==> src/rtl/atmr_vote_monitor.sv <==
// Registered majority voter for three redundant copies of a combinational block.
// Per-copy disagreement with the vote is counted over fixed sample windows, and
// sticky fault flags mark copies whose mismatch rate reaches the threshold.
module atmr_vote_monitor #(
    parameter int unsigned W      = 10,
    parameter int unsigned WINDOW = 256,
    parameter int unsigned THRESH = 16,
    parameter int unsigned CNT_W  = 9
) (
    input  logic             clk,
    input  logic             rst_n,
    input  logic             in_valid,
    input  logic [W-1:0]     ori_z,
    input  logic [W-1:0]     mai_z,
    input  logic [W-1:0]     men_z,
    input  logic             clr,
    output logic [W-1:0]     z,
    output logic             out_valid,
    output logic             no_major,
    output logic [CNT_W-1:0] mis_ori,
    output logic [CNT_W-1:0] mis_mai,
    output logic [CNT_W-1:0] mis_men,
    output logic [2:0]       fault,
    output logic             win_done
);

    typedef enum logic [0:0] {
        StAccum,
        StEval
    } state_e;

    localparam logic [CNT_W-1:0] WinLast = CNT_W'(WINDOW - 1);
    localparam logic [CNT_W-1:0] Thresh  = CNT_W'(THRESH);
    localparam logic [CNT_W-1:0] CntOne  = CNT_W'(1);

    state_e           state_q, state_d;
    logic [W-1:0]     z_q;
    logic             out_valid_q, no_major_q;
    logic [CNT_W-1:0] mis_ori_q, mis_ori_d;
    logic [CNT_W-1:0] mis_mai_q, mis_mai_d;
    logic [CNT_W-1:0] mis_men_q, mis_men_d;
    logic [CNT_W-1:0] win_cnt_q, win_cnt_d;
    logic [2:0]       fault_q, fault_d;
    logic             win_done_d;

    logic [W-1:0]     vote;
    logic             vote_no_major;
    logic             mm_ori, mm_mai, mm_men;

    // Bitwise 2-of-3 vote and whole-word disagreement of each copy with it.
    assign vote          = (ori_z & mai_z) | (ori_z & men_z) | (mai_z & men_z);
    assign vote_no_major = (ori_z != mai_z) && (ori_z != men_z) && (mai_z != men_z);
    assign mm_ori        = (ori_z != vote);
    assign mm_mai        = (mai_z != vote);
    assign mm_men        = (men_z != vote);

    // Saturating increment so counters never wrap.
    function automatic logic [CNT_W-1:0] sat_inc(input logic [CNT_W-1:0] cnt, input logic hit);
        if (hit && (cnt != {CNT_W{1'b1}})) begin
            return cnt + CntOne;
        end
        return cnt;
    endfunction

    // Vote path: registered result, independent of clr and the window FSM.
    always_ff @(posedge clk) begin
        if (!rst_n) begin
            z_q         <= '0;
            no_major_q  <= 1'b0;
            out_valid_q <= 1'b0;
        end else if (in_valid) begin
            z_q         <= vote;
            no_major_q  <= vote_no_major;
            out_valid_q <= 1'b1;
        end else begin
            out_valid_q <= 1'b0;
        end
    end

    // Window FSM next state, counters and flag update; clr outranks EVAL.
    always_comb begin
        state_d    = state_q;
        mis_ori_d  = mis_ori_q;
        mis_mai_d  = mis_mai_q;
        mis_men_d  = mis_men_q;
        win_cnt_d  = win_cnt_q;
        fault_d    = fault_q;
        win_done_d = 1'b0;
        if (clr) begin
            state_d   = StAccum;
            mis_ori_d = '0;
            mis_mai_d = '0;
            mis_men_d = '0;
            win_cnt_d = '0;
            fault_d   = '0;
        end else begin
            unique case (state_q)
                StEval: begin
                    win_done_d = 1'b1;
                    fault_d    = fault_q | {mis_men_q >= Thresh,
                                            mis_mai_q >= Thresh,
                                            mis_ori_q >= Thresh};
                    state_d    = StAccum;
                    // A sample arriving now opens the next window.
                    if (in_valid) begin
                        mis_ori_d = CNT_W'(mm_ori);
                        mis_mai_d = CNT_W'(mm_mai);
                        mis_men_d = CNT_W'(mm_men);
                        win_cnt_d = CntOne;
                    end else begin
                        mis_ori_d = '0;
                        mis_mai_d = '0;
                        mis_men_d = '0;
                        win_cnt_d = '0;
                    end
                end
                default: begin
                    if (in_valid) begin
                        mis_ori_d = sat_inc(mis_ori_q, mm_ori);
                        mis_mai_d = sat_inc(mis_mai_q, mm_mai);
                        mis_men_d = sat_inc(mis_men_q, mm_men);
                        win_cnt_d = win_cnt_q + CntOne;
                        if (win_cnt_q == WinLast) begin
                            state_d = StEval;
                        end
                    end
                end
            endcase
        end
    end

    // Window state registers.
    always_ff @(posedge clk) begin
        if (!rst_n) begin
            state_q   <= StAccum;
            mis_ori_q <= '0;
            mis_mai_q <= '0;
            mis_men_q <= '0;
            win_cnt_q <= '0;
            fault_q   <= '0;
        end else begin
            state_q   <= state_d;
            mis_ori_q <= mis_ori_d;
            mis_mai_q <= mis_mai_d;
            mis_men_q <= mis_men_d;
            win_cnt_q <= win_cnt_d;
            fault_q   <= fault_d;
        end
    end

    assign z         = z_q;
    assign out_valid = out_valid_q;
    assign no_major  = no_major_q;
    assign mis_ori   = mis_ori_q;
    assign mis_mai   = mis_mai_q;
    assign mis_men   = mis_men_q;
    assign fault     = fault_q;
    assign win_done  = win_done_d;

endmodule

==> config.mk <==
export PLATFORM = sky130hd
export DESIGN_NAME = atmr_vote_monitor
export DESIGN_NICKNAME = d
export VERILOG_FILES = /design/src/rtl/atmr_vote_monitor.sv
export SDC_FILE = /design/constraint.sdc
export NUM_CORES = 1
export LEC_CHECK = 0
export CAP_MARGIN = 20
export CORE_UTILIZATION = 48
export CTS_BUF_LIST = sky130_fd_sc_hd__clkbuf_2 sky130_fd_sc_hd__clkbuf_4 sky130_fd_sc_hd__clkbuf_8
export CTS_CLUSTER_DIAMETER = 80
export DETAILED_ROUTE_END_ITERATION = 6
export DONT_BUFFER_PORTS = 1
export PLACE_DENSITY_LB_ADDON = 0.2
export REMOVE_ABC_BUFFERS = 1
export SLEW_MARGIN = 5
export SYNTH_ARGS = -nofsm -noshare
export SYNTH_HDL_FRONTEND = slang
export SYNTH_SLANG_ARGS = --single-unit
export TNS_END_PERCENT = 30
==> constraint.sdc <==
create_clock -name clk -period 2.42 [get_ports clk]
set_input_delay 0.363 -clock clk [delete_from_list [all_inputs] [get_ports clk]]
set_output_delay 0.363 -clock clk [all_outputs]
set_load 0.1 [all_outputs]
After elaboration in Yosys (flattened, before gate mapping) --
Cells that the tools add are included.
Operators by class: equal/unequal tests 10, reductions and logical operators 14, mux-type cells 34, add/subtract/negate cells 4, bitwise logic cells 8, magnitude comparators 3
Operator list (number):
- $mux W9 | 14
- $ne A10 B10 Y1 | 6
- $add A9 B1 Y9 const B | 4
- $and A10 B10 Y10 | 3
- $ge A9 B5 Y1 const B | 3
- $ne A9 B9 Y1 const B | 3
- $mux W1 | 20
- $or A10 B10 Y10 | 2
- $eq A9 B8 Y1 const B | 1
- $reduce_bool A2 Y1 | 4
- $reduce_and A2 Y1 | 3
- $logic_and A1 B1 Y1 | 5
- $reduce_or A4 Y1 | 1
- $or A3 B3 Y3 | 1
- $not A1 Y1 | 2
- $reduce_or A2 Y1 | 1
Word-level totals: input port bits 34, register bits after elaboration 52, logic and storage cells 82, output and inout port bits 43

Depth between registers and ports, before layout --
depth after elaboration 12, gate-level depth with buffers 10, depth with buffers taken out 9

Least setup slack after synthesis --
OpenSTA, ideal clock, no wires.
path kind reg2reg, start point reg mis_ori_q[2] (netlist: mis_ori[2]), end point reg mis_ori_q[3] (netlist: mis_ori[3]), stages on the path, launching flop included 11, period minus slack after synthesis 2.583 ns, setup slack -0.163 ns, data required time 2.347 ns, data arrival time 2.510 ns, cell sequence dfxtp_1 and3_1 and2_1 nand2_1 nor2_1 ha_1 nand2b_1 a21oi_1 buf_2 nand4_1 mux2i_1
Between the ends: word-level cells in the longest chain between the ends 8, elaborated cells on any way between the ends 13, classes of those cells 1 x add/sub; 1 x eq/ne; 8 x mux; 3 x reduce/logical
Ends and longest elaborated chain:
- start, declared | RTL line 39 | logic [CNT_W-1:0] mis_ori_q, mis_ori_d;
- start signal, assigned | RTL line 143 | mis_ori_q <= mis_ori_d;
- branches (longest 8 deep; another with $add A9 B1 Y9)
Parallel ways; which one is timed is not known. The select of a mux whose other input is x is not followed. A chain may end at the register's enable or synchronous reset.

Worst setup path in the final report --
start point reg mis_ori_q[4] (netlist: mis_ori[4]), end point reg mis_ori_q[1] (netlist: mis_ori[1])
Between the ends: word-level cells in the longest chain between the ends 8
Ends and longest elaborated chain:
- $ne A9 B9 Y1 | RTL line 59 | if (hit && (cnt != {CNT_W{1'b1}})) begin
- $logic_and A1 B1 Y1 | RTL line 59
- $mux W1 | RTL line 59
- $mux W1 | RTL line 118 | if (in_valid) begin
- $mux W1 | RTL line 97 | unique case (state_q)
- $mux W1 | RTL line 89 | if (clr) begin
- $reduce_bool A2 Y1 (no source line)
- $reduce_and A2 Y1 (no source line)
No other way between the ends. The select of a mux whose other input is x is not followed.

==> impl_metrics.py <==
metrics = {
    "yosys": {
        "synth_edf_count": 0,
        "synth-warning-count": 0,
        "synth_ff_type": "dfxtp_1",
        "yosys.area.top_type": "dfxtp_1",
        "synth_cell_types": 47,
        "synthCells": 400,
        "syn_avg_cell_area_sq_um": 8.66,
        "ys_top_cells_by_area": "dfxtp_1 30%, ha_1 15%, o31a_1 6.1%, nor4_1 5.2%, nor2_1 3.5%",
        "yosysSeqAreaShare_pct": 30.0,
        "syn_area_sq_mm": 0.00347,
        "ys_ff_latch": 52,
        "synth_top_area_share_pct": 30.0,
        "synthArstFlopShare_pct": 0,
    },
    "worst_setup_path": {
        "arrival_ns": 2.38,
        "worst-r2r-cell-count": 10,
        "r2r_setup_slack_ns": 0.27,
        "path_class": "flop to flop",
        "worstPathRequired_ns": 2.65,
        "end_kind": "flop",
        "crit_fanout": 7,
        "startpoint_type": "flop",
    },
    "final_layout": {
        "final_cells": 543,
        "regArea_sq_mm": 0.00104,
        "diodes": 0,
        "multiInputGateArea_sq_mm": 0.00233,
        "area_growth_pct": 15.8,
        "nFillCells": 657,
        "nets": 521,
        "final_layout_size_suffix_gt1_share_pct": 18.1,
    },
    "global_route": {
        "grt_overflow": 0,
        "grt_pass1_wl_um": 14600,
        "grt_pass1_vias": 3112,
        "grtUsageTotal_pct": 24.5,
        "antenna_found_initial": 0,
        "grt_max_degree": 32,
    },
    "floorplanning": {
        "ios": 77,
        "die_width_um": 87.0,
        "die_area_sq_mm": 0.00756,
        "die_h_um": 87.0,
        "core_area_sq_mm": 0.00687,
        "start_util_pct": 50.5,
        "rows": 30,
    },
    "routing": {
        "drtIter0Drc": 129,
        "viasPerCell": 6.09,
        "drtPass1Iterations": 4,
        "routed_wl_um": 8970,
        "drc": 0,
        "routedWlPerCell_um": 16.5,
        "ant_nets": 0,
        "vias": 3307,
    },
    "timing": {
        "setup_violations": 0,
        "fin_worst_skew_ns": 0.0107,
        "finalHoldViolations": 0,
        "min_period_over_period_pct": 89.0,
        "timing.final.crit_period_ns": 2.15,
        "fin_ws_ns": 0.266,
        "fmax_mhz": 464,
        "max_slew_margin_pct": 58.2,
        "rsz0062_at_grt": "no",
        "maxSlewViolCount": 0,
        "worstMarginPinSlew_ns": 0.627,
    },
    "place": {
        "numPortBuffers": 0,
        "gp_congestion": 0.979,
        "dpl.cell_count": 535,
        "place_ws_ns": -0.0186,
        "hpwl_um": 6820,
    },
    "cts": {
        "cts_resized": 0,
        "htreeDepth": 2,
        "cts_tree": "done",
        "cts_root_buffer": "clkbuf_8",
        "clk_latency_ns": 0.31,
        "cts.sinks": 52,
        "clockBufferDepth": 2,
        "cts_buffers": 5,
        "cts_setup_buffers": 0,
        "cts_hold_buf": 0,
        "clk_pin_slew_ns": 0.10,
    },
    "power_and_ir_drop": {
        "finalPower_mw": 1.86,
        "peakVddDrop_mv": 0.268,
        "power_leakage_nw": 1.69,
        "powerDensity_mw_per_mm2": 463,
    },
    "hold_path": {
        "hold_path.class": "input port to flop",
        "holdPathStages": 1,
    },
    "flow_run": {
        "maxCapViolCount": 0,
    },
    "run_status": {
        "status": "finished clean",
    },
}
## synthesized netlist by cell type (2+ instances only)
master,count
a211oi_1,3
a21oi_1,14
a21oi_2,5
a31o_2,2
a31oi_1,3
a41o_1,3
and2_1,3
and3_1,10
buf_1,2
buf_2,2
clkbuf_1,9
dfxtp_1,52
ha_1,41
inv_1,10
mux2i_1,4
nand2_1,31
nand2b_1,4
nand3_1,15
nand4_1,7
nor2_1,32
nor2b_1,2
nor3_1,9
nor4_1,29
nor4_2,3
o211a_1,10
o211ai_1,2
o21ai_0,8
o21ai_1,2
o21ai_2,5
o22ai_1,12
o31a_1,24
o31ai_1,2
o41ai_1,2
or3_1,11
or4_1,4
xnor2_1,7
xor2_1,6
## layout by cell type, fill, tap and decap left out, types with 12 or more instances in the layout
| cell type | instances |
|---|---|
| nand2_1 | 31 |
| a21oi_1 | 14 |
| buf_4 | 53 |
| nand3_1 | 15 |
| ha_1 | 41 |
| o31a_1 | 24 |
| nor4_1 | 29 |
| o22ai_1 | 12 |
| nor2_1 | 32 |
| dfxtp_1 | 52 |
## sequential cells by signal, summed over array words and instances (netlist names)
name and count:
fault 3, mis_mai 9, mis_men 9, mis_ori 9, no_major 1, out_valid 1
state_q 1, win_cnt_q 9, z 10
## power breakdown
group	switching [mW]	internal [mW]
Combinational	0.309	0.150
Clock	0.310	0.206
Sequential	0.00857	0.875
## routing by layer
layer  wire [um]  part of all wire (%)  track usage [%]  vias up
met5           0                     0                0        -
met4         143                   1.6             6.52        0
met3         658                   7.3             6.07       18
met2        4160                    46             40.6      125
met1        4000                    45             31.7     1527
li1            -                     -                -     1637
## worst paths after layout
kind,start,end
worst max-delay path,mis_ori[4]$_SDFFE_PP0P_,mis_ori[1]$_SDFFE_PP0P_
worst min-delay path,in_valid,win_cnt_q[8]$_SDFFE_PP0P_
worst max register to register,mis_ori[4]$_SDFFE_PP0P_,mis_ori[1]$_SDFFE_PP0P_
worst min register to register,z[5]$_SDFFE_PN0P_,z[5]$_SDFFE_PN0P_
## area by class of cell
class | instances | share of cell area (%)
clock buffers | 5 | 1.71
clock inverters | 3 | 0.530
inverters | 10 | 0.935
multi-input cells | 324 | 58.0
flip-flops and latches | 52 | 25.9
well taps | 96 | 2.99
repair buffers | 53 | 9.91
## worst max-delay path, stage by stage, from the launching register on
cell and delay, ns:
dfxtp_1 0.32, and3_1 0.21, and2_1 0.19, nand2_1 0.11, nor2_1 0.06, ha_1 0.18, nand2b_1 0.18, a21oi_1 0.44
buf_4 0.24, nand3_1 0.09, o31ai_1 0.07
## kinds of logic (layout without fill, tap and decap cells)
kind of cell             Yosys count  count (layout)  share of synthesized area [%]
AND/OR/NAND/NOR                  164             164                           25.2
AO/OA/AOI/OAI                    102             102                           22.7
flip-flops                        52              52                           30.0
adder cells (fa/ha/maj)           41              41                           14.8
buffers and inverters             24              71                           2.89
XOR/XNOR                          13              13                           3.29
multiplexers                       4               4                           1.16
## through the flow
step | TNS (ns) | util (%) | area (sq um) | hold WS [ns]
after floorplan | -2.27 | - | 3400 | 0.454
after global placement | 0 | 57.1 | 3920 | 0.451
after detailed placement | -0.0186 | 57.1 | 3920 | 0.470
after CTS | 0 | 58.4 | 4010 | 0.138
after global routing | 0 | 58.4 | 4010 | 0.137
final | 0 | 58.4 | 4010 | 0.153
(Power assumes the default switching activity.)
